<file path="config.mk">
export PLATFORM = sky130hd
export DESIGN_NAME = spi_arb_ctrl
export DESIGN_NICKNAME = d
export VERILOG_FILES = /design/src/rtl/spi_arb_ctrl.sv
export SDC_FILE = /design/constraint.sdc
export NUM_CORES = 1
export LEC_CHECK = 0
export ABC_AREA = 1
export CAP_MARGIN = 40
export CORE_ASPECT_RATIO = 1.4
export CORE_UTILIZATION = 45
export CTS_CLUSTER_DIAMETER = 50
export DETAILED_ROUTE_END_ITERATION = 8
export GPL_TIMING_DRIVEN = 1
export PLACE_DENSITY = 0.83
export SYNTH_ARGS = -nofsm -noshare
export SYNTH_HDL_FRONTEND = slang
export SYNTH_SLANG_ARGS = --single-unit
export TNS_END_PERCENT = 1
</file>
<file path="constraint.sdc">
create_clock -name clk -period 1.75 [get_ports clk]
set_input_delay 0.175 -clock clk [delete_from_list [all_inputs] [get_ports clk]]
set_output_delay 0.175 -clock clk [all_outputs]
set_load 0.05 [all_outputs]
</file>
<file path="src/rtl/spi_arb_ctrl.sv">
// spi_arb_ctrl: round-robin sequencer sharing one spi_fsm between two requesters.
// Define SPI_ARB_WATCHDOG_EN to add the fin watchdog and the sticky err flag.
module spi_arb_ctrl #(
    parameter int BITS    = 8,
    parameter int GAP     = 4,
    parameter int TIMEOUT = 64
) (
    input  logic            clk,
    input  logic            rst,
    input  logic            req0,
    input  logic [BITS-1:0] data0,
    output logic            done0,
    input  logic            req1,
    input  logic [BITS-1:0] data1,
    output logic            done1,
    output logic            spi_en,
    output logic [BITS-1:0] spi_data,
    input  logic            spi_fin,
    output logic            busy,
    output logic            err
);

    localparam int            GW       = (GAP > 1) ? $clog2(GAP) : 1;
    localparam logic [GW-1:0] GAP_LAST = GW'(GAP - 1);

    if (GAP < 1 || TIMEOUT < 1) begin : g_param_check
        $error("spi_arb_ctrl: GAP and TIMEOUT must be >= 1");
    end

    typedef enum logic [1:0] {
        S_IDLE,
        S_XFER,
        S_GAP
    } state_t;

    state_t          state_q, state_d;
    logic            en_q, en_d;
    logic [BITS-1:0] data_q, data_d;
    logic            done0_q, done0_d;
    logic            done1_q, done1_d;
    logic            rr_q, rr_d;
    logic            gnt_q, gnt_d;
    logic            fin_q;
    logic            fin_rise;
    logic            win;
    logic [GW-1:0]   gap_q, gap_d;

`ifdef SPI_ARB_WATCHDOG_EN
    localparam int            WW      = $clog2(TIMEOUT + 1);
    localparam logic [WW-1:0] WD_LAST = WW'(TIMEOUT - 1);

    logic [WW-1:0] wd_q, wd_d;
    logic          err_q, err_d;
`endif

    // fin already high when XFER is entered must not count as a rise
    assign fin_rise = spi_fin & ~fin_q;

    always_comb begin
        state_d = state_q;
        en_d    = en_q;
        data_d  = data_q;
        done0_d = 1'b0;
        done1_d = 1'b0;
        rr_d    = rr_q;
        gnt_d   = gnt_q;
        gap_d   = gap_q;
        win     = 1'b0;
`ifdef SPI_ARB_WATCHDOG_EN
        wd_d    = wd_q;
        err_d   = err_q;
`endif
        unique case (state_q)
            S_IDLE: begin
                if (req0 | req1) begin
                    win     = (req0 & req1) ? rr_q : req1;
                    gnt_d   = win;
                    rr_d    = ~win;
                    data_d  = win ? data1 : data0;
                    en_d    = 1'b1;
                    state_d = S_XFER;
`ifdef SPI_ARB_WATCHDOG_EN
                    wd_d    = '0;
`endif
                end
            end
            S_XFER: begin
                if (fin_rise) begin
                    en_d    = 1'b0;
                    done0_d = ~gnt_q;
                    done1_d = gnt_q;
                    gap_d   = '0;
                    state_d = S_GAP;
                end
`ifdef SPI_ARB_WATCHDOG_EN
                else if (wd_q == WD_LAST) begin
                    en_d    = 1'b0;
                    err_d   = 1'b1;
                    gap_d   = '0;
                    state_d = S_GAP;
                end else begin
                    wd_d = wd_q + 1'b1;
                end
`endif
            end
            S_GAP: begin
                if (gap_q == GAP_LAST) begin
                    state_d = S_IDLE;
                end else begin
                    gap_d = gap_q + 1'b1;
                end
            end
            default: state_d = S_IDLE;
        endcase
    end

    always_ff @(posedge clk or negedge rst) begin
        if (!rst) begin
            state_q <= S_IDLE;
            en_q    <= 1'b0;
            data_q  <= '0;
            done0_q <= 1'b0;
            done1_q <= 1'b0;
            rr_q    <= 1'b0;
            gnt_q   <= 1'b0;
            fin_q   <= 1'b0;
            gap_q   <= '0;
        end else begin
            state_q <= state_d;
            en_q    <= en_d;
            data_q  <= data_d;
            done0_q <= done0_d;
            done1_q <= done1_d;
            rr_q    <= rr_d;
            gnt_q   <= gnt_d;
            fin_q   <= spi_fin;
            gap_q   <= gap_d;
        end
    end

`ifdef SPI_ARB_WATCHDOG_EN
    always_ff @(posedge clk or negedge rst) begin
        if (!rst) begin
            wd_q  <= '0;
            err_q <= 1'b0;
        end else begin
            wd_q  <= wd_d;
            err_q <= err_d;
        end
    end

    assign err = err_q;
`else
    assign err = 1'b0;
`endif

    assign spi_en   = en_q;
    assign spi_data = data_q;
    assign done0    = done0_q;
    assign done1    = done1_q;
    assign busy     = (state_q != S_IDLE);

endmodule

</file>
== Word level (Yosys, flattened, before mapping) ==
Cells that the tools add are included.
Storage, ports and cells
  bits in registers: 18
  output and inout port bits: 13
  logic and storage cells: 47
Cells by class
  $add $sub $neg: 1
  equality and inequality tests: 7
  muxes and demuxes: 16
  bitwise gates (word level): 6
  reduce and logical (&&, ||, !) cells: 8
Operator list (number)
  $mux 2: 5
  $reduce_and 3->1: 3
  $mux 8: 1
  $ne 2x2->1 const B: 4
  $mux 1: 7
  $pmux 2 s3: 1
  $reduce_bool 2->1: 3
  $eq 2x2->1 const B: 2
  $pmux 2 s2: 1
  $not 1->1: 3
  $add 2x1->2 const B: 1
  $and 1x1->1: 2
  $eq 2x1->1 const B: 1
  $logic_not 2->1: 1
  $pmux 1 s2: 1
  $reduce_and 2->1: 1
  $or 1x1->1: 1

== Longest topological paths before layout ==
  depth in word-level cells: 4
  depth in mapped cells: 5
  depth with buffers taken out: 5

== Worst setup path after synthesis ==
No wires, ideal clock.
  path type: reg-to-reg
  start: register state_q[0]
  end: register data_q[0] (netlist: spi_data[0])
  library setup time: 69 ps
  data arrival time: 1253 ps
  data required time: 1681 ps
  path slack: 428 ps
  stages on the path, launching flop included: 6
  buffers on the path: 0
  cell sequence: dfrtp_1 inv_1 nand2_1 nor2_8 nand3_1 nand3_1
Between the ends
  longest elaborated chain between the ends: 2
RTL lines
  start: declaration: line 36  | state_t state_q, state_d;
  start signal: assignment: line 129  | state_q <= state_d;
  $logic_not 2->1: line 73  | unique case (state_q)
  $reduce_and 2->1 (no source line)
  end signal: assignment: line 131  | data_q <= data_d;
  end: declaration: line 38  | logic [BITS-1:0] data_q, data_d;
No other way between the ends.
A chain may end at the register's enable or synchronous reset.

== Worst setup path after layout ==
  start: register data_q[6] (netlist: spi_data[6])
  end: output port spi_data[6]
RTL lines
  end: declaration: line 17  | output logic [BITS-1:0] spi_data,
No word-level cell between the ends.

==> run_results.csv <==
group,metric,value,unit
worst_setup_path,cp_slowest_cell,"clkdlybuf4s50_1",
cells_and_area,register_area,450,um^2
grt,antenna_found_initial,0,
detailed_routing,vias_per_cell,5.31,
detailed_routing,dr.first_iter.drc_count,16,
timing,rsz0062_at_grt,"no",
cells_and_area,multi_input_area,344,um^2
timing,drv_slew,0,
grt,grt_pass1_wl,3.14,mm
place,dp_hpwl,1.49,mm
detailed_routing,wl_per_cell,14.0,um
worst_setup_path,worstSetupPathType,"flip-flop to output port",
timing,fin_worst_skew,0.00910,ns
cts,cts_root_buf,"clkbuf_4",
grt,grt-ovfl-total,0,
cts,cts_buffer_depth,2,
cts,cts_setup_buffers,0,
die,rows,18,
cells_and_area,area_growth,43.5,%
cts,cts_made_buffers,3,
detailed_routing,ant_nets,0,
logic_synthesis,synthCells,89,
timing,max_freq,0.606,GHz
logic_synthesis,ys_types,18,
status,status,"complete, no violations",
grt,grt_max_degree,19,
worst_setup_path,crit_arrival,1.47,ns
cts,numClockSinks,18,
cts,clk_latency,0.29,ns
logic_synthesis,synth_seq_area_share,53.4,%
worst_setup_path,cp_top_family,"buffers and inverters",
die,initial_core_util,48.0,%
timing,min_period,1.65,ns
detailed_routing,wirelength,2.01,mm
worst_hold_path,hp-class,"input pin to async pin",
logic_synthesis,yosysWarnings,0,
die,fp.dieW,38.6,um
timing,final_hold_viol_count,0,
cts,cts_tree,"yes",
cells_and_area,fillers,151,
cts,cts.hold.buffers_added,0,
cells_and_area,drive_above_1_share,10.6,%
power_and_ir_drop,p_leak,0.570,nW
worst_setup_path,path_max_fanout,2,
timing,setup_viol,0,
worst_setup_path,worstSetupStartpointType,"flip-flop",
worst_setup_path,crit_chain,"clkdlybuf4s50_1",
logic_synthesis,ys_ff_latch,18,
grt,track_usage,21.8,%
worst_setup_path,critical-path-max-stage-delay,0.81,ns
timing,tns,0,ns
worst_setup_path,crit_buf_inv,1,
cts,cts_resized,0,
place,numPortBuffers,32,
power_and_ir_drop,power_per_cell_area,1820,mW/mm^2
cts,cts.clk_slew.worst_paths,0.10,ns
place,routabilityCongestion,0.796,
worst_setup_path,critPathCaptureType,"output port",
die,core_area,0.00176,mm^2
timing,post-route-period-util,94.2,%
grt,grt_pass1_vias,753,
worst_setup_path,r2r_setup_slack,0.54,ns
flow_run,drv_cap,0,
power_and_ir_drop,ir_drop,943,uV
die,dieArea,0.00205,mm^2
cts,cts_max_level,1,
timing,tightest_slew,0.514,ns
cells_and_area,utilization,68.9,%
logic_synthesis,synth_area,843,um^2
worst_setup_path,worstPathRequired,1.57,ns
detailed_routing,drcViolationCount,0,
timing,relSlewSlack,65.7,%
die,pin_count,34,
cells_and_area,nets,147,
detailed_routing,firstDrtPassIters,4,
cells_and_area,diodes,0,
logic_synthesis,avgSynthCellArea,9.48,um^2
detailed_routing,vias,759,
logic_synthesis,syn-num-nets,111,
die,chipHeight,53.2,um
-- synth_stat cells --
cell       n  area, um^2
nor2_8     1        20.0
nor2_1     3        11.3
dfrtp_1   18         450
o21ai_2    2        17.5
inv_1      6        22.5
nand4_1    8        50.1
nand2_4    1        11.3
conb_1     1        3.75
ha_1       1        12.5
nand2_2    1        6.26
nand2_1   20        75.1
o21ai_1    1        5.00
nand3b_1   1        7.51
nor2_4     2        22.5
buf_6      1        11.3
nand3_1   19        95.1
buf_4      2        15.0
or2_0      1        6.26
-- final timing paths --
| kind | startpoint | to | cells after the start |
|---|---|---|---|
| max | spi_data[6] | spi_data[6] | 1 |
| min | rst | spi_data[7] | 2 |
| max reg2reg | gap_q[0] | gap_q[0] | 4 |
| min reg2reg | gnt_q | done0 | 1 |
| max in group asynchronous | rst | spi_data[4] | 2 |
| min in group clk | spi_fin | fin_q | 1 |
-- routing by layer --
layer	vias up	track usage, %	share of wire (%)
met2	31	38.1	53
met5	-	0	0
met3	6	2.94	4.2
met1	354	26.3	41
li1	368	-	-
met4	0	8.05	1.2
-- power breakdown --
group,internal [W],switching (W),total (W),leakage [nW]
Clock,0.0000800,0.000124,0.000204,0.0138
Combinational,0.000446,0.000854,0.00130,0.334
Sequential,0.000587,0.000110,0.000697,0.223
-- metrics by stage --
stage          setup slack (ns)  cells  hold slack (ns)  total power (W)  area, um^2
2_1_floorplan             0.428     89           -0.121          0.00157         843
3_3_place_gp              0.255    140            0.450          0.00197        1190
3_5_place_dp              0.186    140            0.444          0.00201        1190
4_1_cts                  0.0944    143            0.221          0.00221        1210
5_1_grt                  0.0660    143            0.219          0.00234        1210
6_report                  0.101    143            0.208          0.00220        1210
-- kinds of logic (layout without fill, tap and decap cells) --
| kind of cell | after synthesis | in the layout | share of synthesized area (%) |
|---|---|---|---|
| buf+inv | 9 | 43 | 5.79 |
| flops | 18 | 18 | 53.4 |
| compound gates | 3 | 3 | 2.67 |
| fa+ha+maj | 1 | 1 | 1.48 |
| other cells | 1 | 1 | 0.445 |
| simple gates | 57 | 57 | 36.2 |
-- cells in the final DEF (no fill, tap or decap), drive strengths merged --
cell type	instances
nand3b	1
nand2	22
clkdlybuf4s50	31
nand3	19
nor2	6
buf	3
or2	1
o21ai	3
nand4	8
inv	6
ha	1
conb	1
clkbuf	3
dfrtp	18
-- area by class of cell --
class	instances	area share, %
repair buffers	34	28.5
well taps	20	2.07
flip-flops and latches	18	37.2
inverters	6	1.86
clock buffers	3	1.86
multi-input cells	62	28.4
-- registers in the layout, indices dropped and copies added (netlist names) --
register  count
done0         1
gnt_q         1
spi_en        1
done1         1
rr_q          1
spi_data      8
gap_q         2
fin_q         1
state_q       2
No activity file was read; power rests on OpenSTA's default activity.
==> variant: new RTL, same settings <==
The output `done1` loses its register stage (`done1_q` becomes a continuous assignment).
--- a/src/rtl/spi_arb_ctrl.sv
+++ b/src/rtl/spi_arb_ctrl.sv
@@ -120,7 +120,6 @@
             en_q    <= 1'b0;
             data_q  <= '0;
             done0_q <= 1'b0;
-            done1_q <= 1'b0;
             rr_q    <= 1'b0;
             gnt_q   <= 1'b0;
             fin_q   <= 1'b0;
@@ -130,13 +129,14 @@
             en_q    <= en_d;
             data_q  <= data_d;
             done0_q <= done0_d;
-            done1_q <= done1_d;
             rr_q    <= rr_d;
             gnt_q   <= gnt_d;
             fin_q   <= spi_fin;
             gap_q   <= gap_d;
         end
     end
+
+    assign done1_q = done1_d;
 
 `ifdef SPI_ARB_WATCHDOG_EN
     always_ff @(posedge clk or negedge rst) begin
Behaviour: not the same (Yosys sat finds a counterexample within 4 cycles, from zero or initial values and one cycle with rst low).
==> variant against the unedited design <==
Cell area fell by 3.4%. Wire length fell by 11%. Total power fell by 3.2%. Sequential cell count fell by 1. Synthesized area fell by 5.3%. Worst setup slack improved by 0.017 ns. Register-to-register slack got worse by 0.03 ns. Critical endpoint is now spi_data[7]. Highest routed layer unchanged.
==> variant: results (changes against the unedited design) <==
stage	metric	value	unit	change
synthesis	synth.top_cells.by_count	nand3_1, dfrtp_1, nand2_1		
routing	drt_iter0_markers	33		+17
global_routing	grt_pass1_vias	723		-4.0%
clocking	cts-root-buf	clkbuf_4		
setup_path	r2r-end	spi_data[1]		
setup_path	slowest_stage	clkdlybuf4s50_1		
status	outcome	finished, final reports clean		
power_and_ir_drop	power_leakage	0.534	nW	-6.4%
placement	hpwl	1.38	mm	-7.6%
final_layout	layout-drive-gt1-share	0.122		+0.0163
power_and_ir_drop	peakVddDrop	0.00101	V	+6.9%
global_routing	grt_pass1_wl	2.89	mm	-7.9%
setup_path	crit-reg2reg-launch	state_q[1]		
synthesis	syn-num-nets	109		-1.8%
final_layout	num_antenna_cells	0		unchanged
final_layout	post-route-cell-area	0.00117	sq mm	-3.4%
synthesis	synth_area_leaders	dfrtp_1, nand3_1, nand2_1, nand4_1, buf_6		
routing	avgRoutedWirePerCell	12.6	um	-10%
global_routing	grt_max_degree	18		-1
synthesis	synthCells	87		-2.2%
placement	gp_congestion	0.736		-7.5%
setup_path	r2r_cells	5		+1
synthesis	synth.lib_cells_used.distinct	15		-3
placement	dp_cells	138		-1.4%
clocking	ctsResizeCount	0		unchanged
routing	num_vias	753		-0.79%
global_routing	track_usage	0.204		-0.0145
sta	whs	0.208	ns	+0.000568 ns
final_layout	n_fill_cell	134		-11%
routing	routed_wirelength	1.79	mm	-11%
sta	max_slew_margin	0.662		+0.00482
sta	skew	0.00203	ns	-0.00707 ns
setup_path	r2r_slack	0.51	ns	-0.03 ns
synthesis	seq_area_frac_synth	0.533		-0.00121
placement	post_dp_cell_area	0.00114	sq mm	-3.8%
final_layout	fin_nets	146		-0.68%
variant: worst max path at each step:
stage / startpoint / to / slack (ns) / cells after the start
finish: spi_data[7] / spi_data[7] / 0.12 / 1
global route: spi_data[5] / spi_data[5] / 0.06 / 1
CTS: spi_data[2] / spi_data[2] / 0.11 / 1
detailed placement: spi_fin / done1 / 0.33 / 6
global placement: spi_fin / done1 / 0.33 / 6
floorplan: state_q[0] / done1 / 0.30 / 4
variant: cell type report:
class                      count  share of cell area
sequential                    17               0.364
timing repair buffer          35               0.300
multi-input combinational     61               0.274
clock buffer                   4              0.0225
tap                           19              0.0203
inverter                       6              0.0193
variant: layer usage:
metal | GRT usage | vias up | wire length, um
li1 | - | 372 | -
met1 | 0.245 | 340 | 760
met2 | 0.371 | 39 | 895
met3 | 0.0256 | 2 | 131
met4 | 0.0536 | 0 | 4
met5 | 0 | - | 0
variant: power by group:
part | leakage, nW | switching [W] | total [W] | internal (W)
clock network | 0.0150 | 0.000115 | 0.000203 | 0.0000884
logic | 0.310 | 0.000830 | 0.00125 | 0.000418
registers | 0.209 | 0.000116 | 0.000678 | 0.000562
total | 0.534 | 0.00106 | 0.00213 | 0.00107
variant: kinds of logic (layout without fill, tap and decap cells):
group | Yosys count | in the layout | share of synthesized area
other | 1 | 1 | 0.00470
buffers and inverters | 9 | 45 | 0.0658
adder cells (fa/ha/maj) | 1 | 1 | 0.0157
AO/OA/AOI/OAI | 5 | 5 | 0.0408
AND/OR/NAND/NOR | 54 | 54 | 0.340
flip-flops | 17 | 17 | 0.533
variant: per-stage QoR:
step,worst slack (ns),power (W)
floorplan,0.299,0.00152
global placement,0.330,0.00191
detailed placement,0.328,0.00193
CTS,0.105,0.00214
global route,0.0603,0.00226
finish,0.118,0.00213
